`src/rtl/vote_sequencer_5.sv`:
```
// rtl/vote_sequencer_5.sv - windowed 5-voter collection with 3-of-5 majority decision
module vote_sequencer_5 #(
    parameter int TIMEOUT = 16,
    parameter int TW      = 8
) (
    input  logic       clk,
    input  logic       rst,
    input  logic       start,
    input  logic [5:1] vote_valid,
    input  logic [5:1] vote,
    output logic       busy,
    output logic [5:1] cast_mask,
    output logic       result_valid,
    input  logic       result_ready,
    output logic       result,
    output logic [2:0] yes_count,
    output logic       quorum,
    output logic       timed_out
);

    typedef enum logic [1:0] {
        S_IDLE,
        S_COLLECT,
        S_DECIDE,
        S_RESULT
    } state_t;

    state_t          state_q;
    logic [5:1]      mask_q;
    logic [5:1]      ballot_q;
    logic [TW-1:0]   timer_q;
    logic            busy_q;
    logic            valid_q;
    logic            result_q;
    logic [2:0]      yes_q;
    logic            quorum_q;
    logic            timed_out_q;

    logic [5:1]      accept_d;
    logic [5:1]      mask_d;
    logic [5:1]      ballot_d;
    logic            close_d;
    logic [2:0]      yes_d;
    logic [2:0]      cast_cnt_d;

    function automatic logic [2:0] popcount5(input logic [5:1] v);
        logic [2:0] cnt;
        cnt = 3'd0;
        for (int i = 1; i <= 5; i++) begin
            cnt = cnt + 3'(v[i]);
        end
        return cnt;
    endfunction

    // Only voters not yet in the mask are latched, so the first ballot wins.
    always_comb begin
        accept_d   = vote_valid & ~mask_q;
        mask_d     = mask_q | accept_d;
        ballot_d   = ballot_q | (accept_d & vote);
        close_d    = (mask_d == 5'b11111) || (timer_q == TW'(TIMEOUT - 1));
        yes_d      = popcount5(mask_q & ballot_q);
        cast_cnt_d = popcount5(mask_q);
    end

    always_ff @(posedge clk) begin
        if (rst) begin
            state_q     <= S_IDLE;
            mask_q      <= '0;
            ballot_q    <= '0;
            timer_q     <= '0;
            busy_q      <= 1'b0;
            valid_q     <= 1'b0;
            result_q    <= 1'b0;
            yes_q       <= '0;
            quorum_q    <= 1'b0;
            timed_out_q <= 1'b0;
        end else begin
            case (state_q)
                S_IDLE: begin
                    if (start) begin
                        state_q     <= S_COLLECT;
                        busy_q      <= 1'b1;
                        mask_q      <= '0;
                        ballot_q    <= '0;
                        timer_q     <= '0;
                        result_q    <= 1'b0;
                        yes_q       <= '0;
                        quorum_q    <= 1'b0;
                        timed_out_q <= 1'b0;
                    end
                end
                S_COLLECT: begin
                    mask_q   <= mask_d;
                    ballot_q <= ballot_d;
                    timer_q  <= timer_q + TW'(1);
                    if (close_d) begin
                        state_q <= S_DECIDE;
                    end
                end
                S_DECIDE: begin
                    yes_q       <= yes_d;
                    result_q    <= (yes_d >= 3'd3);
                    quorum_q    <= (cast_cnt_d >= 3'd3);
                    timed_out_q <= (mask_q != 5'b11111);
                    valid_q     <= 1'b1;
                    state_q     <= S_RESULT;
                end
                S_RESULT: begin
                    if (result_ready) begin
                        valid_q <= 1'b0;
                        busy_q  <= 1'b0;
                        state_q <= S_IDLE;
                    end
                end
                default: begin
                    state_q <= S_IDLE;
                end
            endcase
        end
    end

    assign busy         = busy_q;
    assign cast_mask    = mask_q;
    assign result_valid = valid_q;
    assign result       = result_q;
    assign yes_count    = yes_q;
    assign quorum       = quorum_q;
    assign timed_out    = timed_out_q;

endmodule

```
`config.mk`:
```
export PLATFORM = sky130hd
export DESIGN_NAME = vote_sequencer_5
export DESIGN_NICKNAME = d
export VERILOG_FILES = /design/src/rtl/vote_sequencer_5.sv
export SDC_FILE = /design/constraint.sdc
export NUM_CORES = 1
export LEC_CHECK = 0
export ABC_AREA = 1
export BUFFER_PORTS_ARGS = -buffer_cell sky130_fd_sc_hd__buf_2
export CAP_MARGIN = 30
export CORE_UTILIZATION = 27
export DETAILED_ROUTE_END_ITERATION = 10
export SLEW_MARGIN = 10
export SYNTH_ARGS = -nofsm -noshare
export SYNTH_HDL_FRONTEND = slang
export SYNTH_SLANG_ARGS = --single-unit
```
`constraint.sdc`:
```
create_clock -name clk -period 5.2 [get_ports clk]
set_clock_uncertainty 0.05 [all_clocks]
set_input_delay 1.04 -clock clk [delete_from_list [all_inputs] [get_ports clk]]
set_output_delay 1.04 -clock clk [all_outputs]
set_load 0.01 [all_outputs]
```
==> flow_metrics.tcl <==
set metrics [dict create \
    status "complete, no violations" \
    syn_area_um2 1470 \
    grt_use_total_pct 12.5 \
    hold_viol 0 \
    seq_power_share_pct 38.2 \
    p_leak_nw 0.768 \
    clockBufferDepth 2 \
    synth-seq-cells 28 \
    drtIter0Drc 84 \
    synth.area.top_cells "dfxtp_1 (38%), nand2_1 (9.2%), inv_1 (8.9%), a21oi_1 (7.8%), ha_1 (6.8%)" \
    post-place-ws_ns 3.09 \
    cts_setup_buffers 0 \
    finalPower_mw 0.720 \
    ys_top_cells_by_count "nand2_1 (36), inv_1 (35), dfxtp_1 (28)" \
    grt_max_degree 17 \
    fmax_ghz 0.477 \
    grt_pass1_wl_um 5490 \
    wire_per_inst_um 10.5 \
    crit_type "reg2reg" \
    path_clk_slew_ns 0.10 \
    synth_area_per_cell_um2 7.51 \
    die_y_um 75.8 \
    min_path_cells 2 \
    clock-sinks 28 \
    synthArstFlopShare_pct 0 \
    area_growth_pct 18.6 \
    rsz0062_at_grt "false" \
    rows 26 \
    yosysMostFrequentCell "nand2_1" \
    drive_gt1_share_pct 17.9 \
    yosysWarnings 0 \
    fin_crit_sh_pct 40.3 \
    postRouteAntennaNets 0 \
    synth_ff_type "dfxtp_1" \
    setup_viol 0 \
    via_per_inst 4.36 \
    syn_inst 196 \
    synth_nets 222 \
    setup.worst_path.end_class "flip-flop" \
    yosysSeqAreaShare_pct 38.1 \
    die_area_um2 5750 \
    antenna_cells 0 \
    first_pass_iters 4 \
    ys_types 24 \
    yosys.area.top_type "dfxtp_1" \
    p_int_mw 0.439 \
    placed_cell_area_um2 1670 \
    drv_cap 0 \
    slew_headroom_pct 69.4 \
    grt-ovfl-total 0 \
    netSwitchingPower_mw 0.281 \
    start_util_pct 28.4 \
    setup_ws_ns 3.10 \
    hold_path_class "reg2reg" \
    vias 1283 \
    drc_errors 0 \
    yosysTopAreaCellShare_pct 38.1 \
    ff2ff_path_depth 9 \
    cp-start-kind "flip-flop" \
    peakVddDrop_v 0.000185 \
    clkLatencyLatePin_ns 0.28 \
    pwr-share-clk_pct 24.3 \
    gp_congestion 0.747 \
    synth_edf_count 0 \
    place_hpwl_um 2410 \
    cts_buffers 3 \
    tightest_slew_ns 0.458 \
    postRouteWirelength_um 3100 \
    cp.required_ns 5.32 \
    postCtsHoldBufs 0 \
    powerDensity_nw_per_um2 413 \
    combPwrFrac_pct 37.5 \
    grt_pass1_vias 1218 \
    htreeDepth 1 \
    tns_ns 0 \
    post_cts_resized 0 \
    period_needed_ns 2.10 \
    antenna_found_initial 0 \
    design_area_um2 1750 \
    core_area_um2 5170 \
    pin_count 27 \
    dieWidth_um 75.8 \
    path_max_fanout 5 \
    io_buffers 26 \
    arrival_ns 2.22 \
    swShare_pct 39.0 \
    cts-root-buf "clkbuf_8" \
    final_max_slew_viol_count 0 \
    fin_nets 251 \
    cts_tree "done" \
]
power groups by stage:
| stage | clock network, mW | registers, mW | logic, mW |
|---|---|---|---|
| detailed placement | 0 | 0.280 | 0.272 |
| global route | 0.191 | 0.281 | 0.314 |
| floorplan | 0 | 0.282 | 0.204 |
| finish | 0.175 | 0.275 | 0.270 |
| CTS | 0.180 | 0.275 | 0.274 |
| global placement | 0 | 0.279 | 0.271 |
final timing paths:
check	from	to	slack [ns]
min	ballot_q[2]	ballot_q[2]	0.41
min reg2reg	ballot_q[2]	ballot_q[2]	0.41
max reg2reg	cast_mask[1]	quorum	3.10
max	cast_mask[1]	quorum	3.10
per-stage QoR:
| stage | util (%) | cells | hold WS [ns] |
|---|---|---|---|
| final | 33.7 | 294 | 0.411 |
| after global routing | 33.7 | 294 | 0.423 |
| after CTS | 33.7 | 294 | 0.407 |
| after detailed placement | 32.4 | 290 | 0.390 |
| after global placement | 32.4 | 290 | 0.390 |
| after floorplan | - | 196 | 0.380 |
per-layer routing:
| layer | track usage [%] | vias to the layer above | wire length (µm) |
|---|---|---|---|
| met5 | 0 | - | 0 |
| met4 | 1.85 | 0 | 13 |
| met3 | 3.44 | 2 | 113 |
| met2 | 19.8 | 22 | 1380 |
| met1 | 17.4 | 572 | 1590 |
| li1 | - | 687 | - |
state kept, by name (all words and copies together) (netlist names), 2 cells and up:
name       cells
yes_count      3
timer_q        8
cast_mask      5
state_q        2
ballot_q       5
critical path: stages (launching register included):
cell	delay, ns
dfxtp_1	0.40
inv_1	0.11
fa_1	0.49
fa_1	0.36
inv_1	0.06
ha_1	0.21
inv_1	0.05
nor2_1	0.03
o21ai_0	0.14
a21oi_1	0.08
layout make-up:
class	count	area, µm²
Fill cell	564	3430
Clock buffer	3	41.3
Timing Repair Buffer	26	130
Tap cell	70	87.6
Sequential cell	28	561
Inverter	37	139
Multi-Input combinational cell	129	757
Clock inverter	1	30.0
cell families (layout without fill, tap and decap cells):
logic type,after synthesis,count (layout),share of synthesized area [%]
buffers and inverters,39,67,10.5
AOI/OAI and AO/OA,38,38,15.1
DFF,28,28,38.1
and+or+nand+nor,79,79,24.1
adders and majority gates,12,12,12.2
layout by cell type, fill, tap and decap left out:
cell	n
a211oi_1	4
a211oi_2	1
a21oi_1	23
a21oi_4	1
a22oi_1	1
a31oi_1	1
buf_2	26
bufinv_16	1
clkbuf_8	3
dfxtp_1	28
fa_1	4
ha_1	8
inv_1	35
inv_2	2
nand2_1	36
nand2_2	2
nand3_1	9
nand3_2	1
nand4_1	9
nor2_1	19
nor2_2	1
nor2_4	1
o21ai_0	6
o21ai_1	1
or2_2	1
Note: power is estimated with default switching activity, not from simulation.
